File: src/rtl/card_shoe.sv
// 52-card shoe dealt without replacement: LFSR-picked start index, linear probe to the next undealt card.
// Define CARD_SHOE_AUTO_RESHUFFLE_EN to refill the shoe automatically when a request arrives while empty.
module card_shoe #(
  parameter logic [15:0] SEED = 16'hACE1
) (
  input  logic       i_clk,
  input  logic       i_reset,
  input  logic       i_req,
  input  logic       i_shuffle,
  output logic [5:0] o_card,
  output logic       o_valid,
  output logic       o_busy,
  output logic [5:0] o_cards_left,
  output logic       o_empty
);

  typedef enum logic {IDLE, PROBE} state_t;

  state_t      state;
  logic [51:0] used;
  logic [5:0]  idx;
  logic [15:0] lfsr;

  logic [15:0] lfsr_next;
  logic [5:0]  start_idx;
  logic [5:0]  idx_next;
  logic [5:0]  card_enc;

  always_comb begin
    lfsr_next = {1'b0, lfsr[15:1]} ^ (lfsr[0] ? 16'hB400 : 16'h0000);
    start_idx = (lfsr[5:0] >= 6'd52) ? (lfsr[5:0] - 6'd52) : lfsr[5:0];
    idx_next  = (idx == 6'd51) ? 6'd0 : (idx + 6'd1);
    // rank = idx - 13*suit + 1, computed mod 16 on the low nibble (result always 1..13)
    if (idx < 6'd13)      card_enc = {2'd0, idx[3:0] + 4'd1};
    else if (idx < 6'd26) card_enc = {2'd1, idx[3:0] - 4'd12};
    else if (idx < 6'd39) card_enc = {2'd2, idx[3:0] - 4'd9};
    else                  card_enc = {2'd3, idx[3:0] - 4'd6};
  end

  assign o_empty = (o_cards_left == 6'd0);

  always_ff @(posedge i_clk or posedge i_reset) begin
    if (i_reset) begin
      state        <= IDLE;
      used         <= '0;
      idx          <= '0;
      lfsr         <= SEED;
      o_card       <= '0;
      o_valid      <= 1'b0;
      o_busy       <= 1'b0;
      o_cards_left <= 6'd52;
    end else begin
      lfsr    <= lfsr_next;
      o_valid <= 1'b0;
      case (state)
        IDLE: begin
          if (i_shuffle) begin
            used         <= '0;
            o_cards_left <= 6'd52;
          end else if (i_req) begin
            if (!o_empty) begin
              idx    <= start_idx;
              state  <= PROBE;
              o_busy <= 1'b1;
            end
`ifdef CARD_SHOE_AUTO_RESHUFFLE_EN
            else begin
              used         <= '0;
              o_cards_left <= 6'd52;
              idx          <= start_idx;
              state        <= PROBE;
              o_busy       <= 1'b1;
            end
`endif
          end
        end
        PROBE: begin
          if (i_shuffle) begin
            used         <= '0;
            o_cards_left <= 6'd52;
            o_busy       <= 1'b0;
            state        <= IDLE;
          end else if (used[idx]) begin
            idx <= idx_next;
          end else begin
            used[idx]    <= 1'b1;
            o_card       <= card_enc;
            o_valid      <= 1'b1;
            o_cards_left <= o_cards_left - 6'd1;
            o_busy       <= 1'b0;
            state        <= IDLE;
          end
        end
      endcase
    end
  end

endmodule

File: config.mk
export PLATFORM = sky130hd
export DESIGN_NAME = card_shoe
export DESIGN_NICKNAME = d
export VERILOG_FILES = /design/src/rtl/card_shoe.sv
export SDC_FILE = /design/constraint.sdc
export NUM_CORES = 1
export LEC_CHECK = 0
export BUFFER_PORTS_ARGS = -buffer_cell sky130_fd_sc_hd__clkbuf_2
export CAP_MARGIN = 20
export CORE_UTILIZATION = 35
export DETAILED_ROUTE_END_ITERATION = 8
export SYNTH_ARGS = -nofsm -noshare
export SYNTH_HDL_FRONTEND = slang
export SYNTH_SLANG_ARGS = --single-unit
File: constraint.sdc
create_clock -name i_clk -period 2.5 [get_ports i_clk]
set_input_delay 0.25 -clock i_clk [delete_from_list [all_inputs] [get_ports i_clk]]
set_output_delay 0.25 -clock i_clk [all_outputs]
set_load 0.05 [all_outputs]
==> results of run 1 <==
[power groups by stage]
stage	registers, uW	logic, uW	clock network [uW]
2_1_floorplan	1670	290	0
3_3_place_gp	1550	600	0
3_5_place_dp	1550	603	0
4_1_cts	1530	609	1230
5_1_grt	1530	699	1270
6_report	1530	651	1210
[worst register-to-register path: cells and delay by family (launching register included)]
family	cells	cell delay [ns]
AO/OA/AOI/OAI	3	0.55
buffers and inverters	2	0.36
AND/OR/NAND/NOR	3	0.50
flip-flops	1	0.40
multiplexers	1	0.51
[cell usage after synthesis, types with 3 or more instances]
library cell   n
or3_1          3
nor2b_1        6
mux2_2        10
xnor2_1        5
o22ai_1        4
xor2_1         4
a32o_1         4
buf_2          5
a22o_1        12
inv_1         18
a21oi_1        9
a31oi_1       14
nor2_1        45
a211oi_1       3
dfrtp_1       78
o21ai_0       10
ha_1          13
mux2i_1        8
clkbuf_1      15
nand3_1        7
nand2_1       26
o2bb2ai_1     23
nor3_1         5
dfstp_2       11
a41oi_1        8
buf_4          3
mux4_2         7
[metal layers]
metal,vias to the layer above,wire length [microns]
met5,-,0
met1,1721,5182
met3,25,571
li1,1582,-
met2,99,5134
met4,0,261
[sequential cells by signal, indices dropped and copies added (netlist names)]
name	flops
o_cards_left	6
used	52
state	1
lfsr	16
o_valid	1
idx	6
o_card	6
o_busy	1
[worst min-delay path by stage]
stage,startpoint,end,slack (ns),cells after the start
2_1_floorplan,lfsr[9],lfsr[8],0.33,0
3_3_place_gp,i_reset,o_cards_left[0],0.24,2
3_5_place_dp,i_reset,o_cards_left[0],0.25,2
4_1_cts,i_shuffle,o_busy,0.34,3
5_1_grt,lfsr[8],lfsr[7],0.35,0
6_report,i_shuffle,o_busy,0.34,3
[through the flow]
stage	total power, uW	hold WS, ns	cells	utilization [%]
2_1_floorplan	1961	0.3312	401	-
3_3_place_gp	2150	0.2412	599	40.60
3_5_place_dp	2155	0.2507	599	40.60
4_1_cts	3368	0.3359	617	42.91
5_1_grt	3504	0.3549	624	43.80
6_report	3383	0.3382	624	43.80
[final cells by class]
cell class                 count  area (sq um)
fill                        1181          6863
sequential                    89          2242
multi-input combinational    267          2057
timing repair buffer          66         510.5
clock buffer                  13         240.2
tap                          168         210.2
inverter                      18         71.32
clock inverter                 3         17.52
[what timing repair did]
item,in CTS,in global routing
setup buffers,1,7
hold buffers,1,0
gates resized for setup,2,13
gates cloned,0,0
hold endpoints to repair,7,0
pin swaps,1,2
endpoints found under the setup margin,9,41
[cells by family after synthesis]
kind of cell,after synthesis,synth area share (%)
simple gates,114,13.33
buf+inv,45,4.536
compound gates,106,18.34
flops,89,50.46
xor+xnor,9,1.775
fa+ha+maj,13,3.663
mux,25,7.890
==> flow_summary.yaml, run 1 <==
routing:
  drc: 0
  routed_wirelength_mm: 11.15
  routedWlPerCell_microns: 17.87
  antenna_left: 0
  drt_pass1_iterations: 5
  drt_iter0_drc: 299
  vias: 3427
  viasPerCell: 5.492
critical_path:
  cp_num_buf_inv: 2
  worst_setup_path_end_kind: "flop"
  worstPathArrival_ns: 2.67
  cp-startpoint: "idx[0]"
  r2r-start: "idx[0]"
  crit_path_top_delay_cell: "mux4_2"
  critPathMaxStageDelay_ns: 0.51
  crit_chain: "buf_6, mux4_2, nand4_1, o31ai_1, a221o_2, nor3_4, buf_12, and4_1, o21ai_1"
  worst-path-stages: 9
  critPathTopFamily: "compound AO/OA/AOI/OAI gates"
  reg2reg_depth: 9
  required_ns: 2.75
  worstReg2RegEnd: "o_cards_left[5]"
  worstPathMaxFanout: 33
  critPathKind: "reg -> reg"
  regToRegSetupSlack_ns: 0.07
  cp-start-kind: "flop"
  crit_end: "o_cards_left[5]"
logic_synthesis:
  synth_top_flop_cell: "dfrtp_1"
  netlist_instances: 401
  yosysTopAreaCell: "dfrtp_1"
  synth_top_area_share_pct: 43.96
  synth_fp_nets: 418
  seq_area_frac_synth_pct: 50.46
  ys_async_sr_fraction_pct: 100.0
  syn-cell-area_sq_mm: 0.004441
  ys_ff_latch: 89
  synth_edf_count: 0
  yosys-top-cells-area: "dfrtp_1 44%, dfstp_2 6.5%, o2bb2ai_1 4.5%, nor2_1 3.8%, ha_1 3.7%"
  yosys.cell_types.count: 61
  synth.avg_cell_area_sq_um: 11.07
  synth_warnings: 0
clocking:
  htree_levels: 3
  clock-sinks: 89
  cts_root_buf: "clkbuf_16"
  cts_tree: "built"
  clk_pin_slew_worst_paths_ns: 0.06
  insertion_delay_ns: 0.34
  cts_inserted_buffers: 9
  clockBufferDepth: 2
die:
  die_y_microns: 114.6
  initial_core_util_pct: 36.36
  row_count: 40
  die_x_microns: 114.6
  core_area_sq_mm: 0.01221
  die_area_sq_mm: 0.01314
  boundaryPins: 19
pwr:
  pwr-share-seq_pct: 45.1
  ir_worst_vdd_mv: 0.3457
  internal-power_uw: 2389
  leakage_uw: 0.002334
  clkPwrFrac_pct: 35.6
  swShare_pct: 29.38
  switching_power_uw: 994.0
  p_comb_share_pct: 19.2
  p_per_area_mw_per_mm2: 632.5
final_layout:
  final_common_cell: "dfrtp_1"
  nets: 468
  drive_above_1_share_pct: 27.19
  fin_area_sq_mm: 0.005349
  diodes: 0
  area_growth_pct: 20.46
  final_cell_mix: "77 x dfrtp_1, 44 x nor2_1, 41 x buf_4, 26 x nand2_1, 20 x o2bb2ai_1"
global_routing:
  met2_usage_pct: 28.73
  grt_max_degree: 45
  grt_pass1_wl_mm: 18.51
  grt.busiest_layer: "met2"
  use_met3_pct: 4.076
  grt_pass1_vias: 3450
  track_usage_pct: 18.48
  antenna_found_initial: 0
  overflow: 0
  met1_usage_pct: 25.29
sta:
  relSlewSlack_pct: 70.74
  skew_ns: 0.004390
  slew_viol_final: 0
  min_period_ns: 2.427
  hold_violations: 0
  finalSetupTns_ns: 0
  final.period_utilization_pct: 97.08
  max_freq_ghz: 0.4120
  finalSetupViolCount: 0
  final.setup.worst_slack_ns: 0.07305
  tightest_slew_ns: 0.4389
  rsz0062_at_grt: "true"
placement:
  hpwl_mm: 7.755
  portBuffers: 18
  place_area_sq_mm: 0.004959
  gp_congestion: 0.8903
  dp_worst_setup_slack_ns: -0.02466
job:
  drv_cap: 0
status:
  outcome: "complete, no violations"
min_path:
  hold_path.class: "in -> reg"
No activity file was read; power rests on OpenSTA's default activity.
==> run 2, diff against run 1 <==
- CORE_UTILIZATION: 35 -> 55
- GPL_TIMING_DRIVEN: unset -> 0
- PLACE_DENSITY: unset -> 0.75
==> flow_summary.yaml, run 2 (same netlist as run 1, synthesis figures left out) <==
sta:
  final.period_utilization_pct: 103.9
  finalSetupViolCount: 48
  tightest_slew_ns: 0.9407
  hold_slack_ns: 0.3288
  relSlewSlack_pct: 37.29
  max_freq_ghz: 0.3852
  min_period_ns: 2.596
  rsz0062_at_grt: "true"
  final.setup.worst_slack_ns: -0.09635
  hold_violations: 0
  slew_viol_final: 0
  skew_ns: 0.007556
clocking:
  cts_tree: "built"
  clock-sinks: 89
  htree_levels: 3
  cts_inserted_buffers: 9
  cts_root_buf: "clkbuf_8"
  insertion_delay_ns: 0.38
  clockBufferDepth: 2
  clk_pin_slew_worst_paths_ns: 0.09
placement:
  portBuffers: 17
  gp_congestion: 0.9236
  dp_worst_setup_slack_ns: -0.4161
  hpwl_mm: 7.358
final_layout:
  largest_register_ffs: 52
  multi_input_area_sq_mm: 0.002238
  drive_above_1_share_pct: 30.62
  fin_util_pct: 68.56
  fillers: 578
  final_common_cell: "dfrtp_1"
  final_cell_mix: "77 x dfrtp_1, 43 x nor2_1, 26 x nand2_1, 20 x clkbuf_2, 17 x inv_1"
  reg_top3: "used x52, lfsr x16"
  nets: 466
  area_growth_pct: 19.92
  regArea_sq_mm: 0.002242
  top_register: "used"
  diodes: 0
critical_path:
  cp-startpoint: "idx[0]"
  worstPathMaxFanout: 8
  cp-start-kind: "flop"
  critPathKind: "reg -> reg"
  r2r-start: "idx[0]"
  worstPathArrival_ns: 2.87
  required_ns: 2.77
  worst_setup_path_end_kind: "flop"
die:
  initial_core_util_pct: 57.17
  core_area_sq_mm: 0.007767
  die_area_sq_mm: 0.008437
  die_y_microns: 91.86
  row_count: 32
  boundaryPins: 19
  die_x_microns: 91.86
global_routing:
  grt_pass1_vias: 3390
  overflow: 0
  track_usage_pct: 28.23
  grt_max_degree: 46
  grt_pass1_wl_mm: 18.00
  antenna_found_initial: 0
routing:
  drc: 0
  vias: 3550
  antenna_left: 0
  drt_pass1_iterations: 5
  drt_iter0_drc: 329
  viasPerCell: 6.385
  routed_wirelength_mm: 11.41
  routedWlPerCell_microns: 20.52
job:
  drv_cap: 0
pwr:
  ir_worst_vdd_mv: 0.5459
  p_per_area_mw_per_mm2: 597.3
  leakage_uw: 0.002298
min_path:
  hold_path.class: "in -> reg"
  worstHoldStart: "i_shuffle"
status:
  violations: "setup timing"
  outcome: "complete, but fails checks"
## run 2: cell types whose count changed in the layout (fill, tap and decap cells not counted), sizes merged
| cell | change |
|---|---|
| buf | -16 |
| clkbuf | +10 |
| inv | +4 |
## run 2: worst max-delay path, cell delays in order, from the launching register on
cell,delay [ns]
dfrtp_1,0.38
buf_6,0.17
mux4_2,0.52
nand4_1,0.12
o31ai_2,0.09
a221o_2,0.41
nor3_4,0.33
buf_4,0.17
mux2_4,0.29
## run 2: final cells by class
cell class,instances,share of cell area (%)
inverters,18,1.339
clock inverters,7,1.316
well taps,102,2.397
multi-input cells,267,42.03
clock buffers,9,2.326
repair buffers,39,5.639
plain buffers,25,2.843
flip-flops and latches,89,42.11
## run 2: power breakdown
group          total, uW  internal, uW  switching (uW)
sequential          1520          1490            33.2
combinational        684           227             457
clock                976           392             585
## run 2: path summary, 6_finish.rpt
kind	slack [ns]	endpoint	depth (start not counted)
min in group asynchronous	0.35	o_cards_left[0]	3
worst min register to register	0.36	lfsr[5]	0
worst max register to register	-0.1	o_card[1]	8
max in group asynchronous	1.34	lfsr[7]	5
worst max-delay path	-0.1	o_card[1]	8
worst min-delay path	0.33	o_cards_left[4]	3
## run 2: per-layer routing
| layer | GRT usage [%] | part of all wire [%] |
|---|---|---|
| met4 | 8.203 | 2.4 |
| met3 | 5.473 | 6.5 |
| met2 | 45.27 | 49 |
| met1 | 39.28 | 42 |
| met5 | 0 | 0 |
## run 2: stage by stage
| stage | area, sq um | TNS [ns] | total power, uW | cells |
|---|---|---|---|---|
| after floorplan | 4449 | 0 | 1961 | 401 |
| after global placement | 4662 | -19.64 | 2093 | 520 |
| after detailed placement | 4702 | -21.96 | 2109 | 522 |
| after CTS | 5055 | -0.1566 | 3127 | 549 |
| after global routing | 5325 | -6.849 | 3296 | 556 |
| final | 5325 | -2.672 | 3180 | 556 |
## run 2: repair_timing
item                                    4_1_cts  5_1_grt
gates resized for setup                      19       45
endpoints found under the hold margin        10        0
pin swaps                                     3       10
endpoints found under the setup margin       73       71
buffers inserted                             11        6
cloned                                        0        2
hold buffers                                  1        0
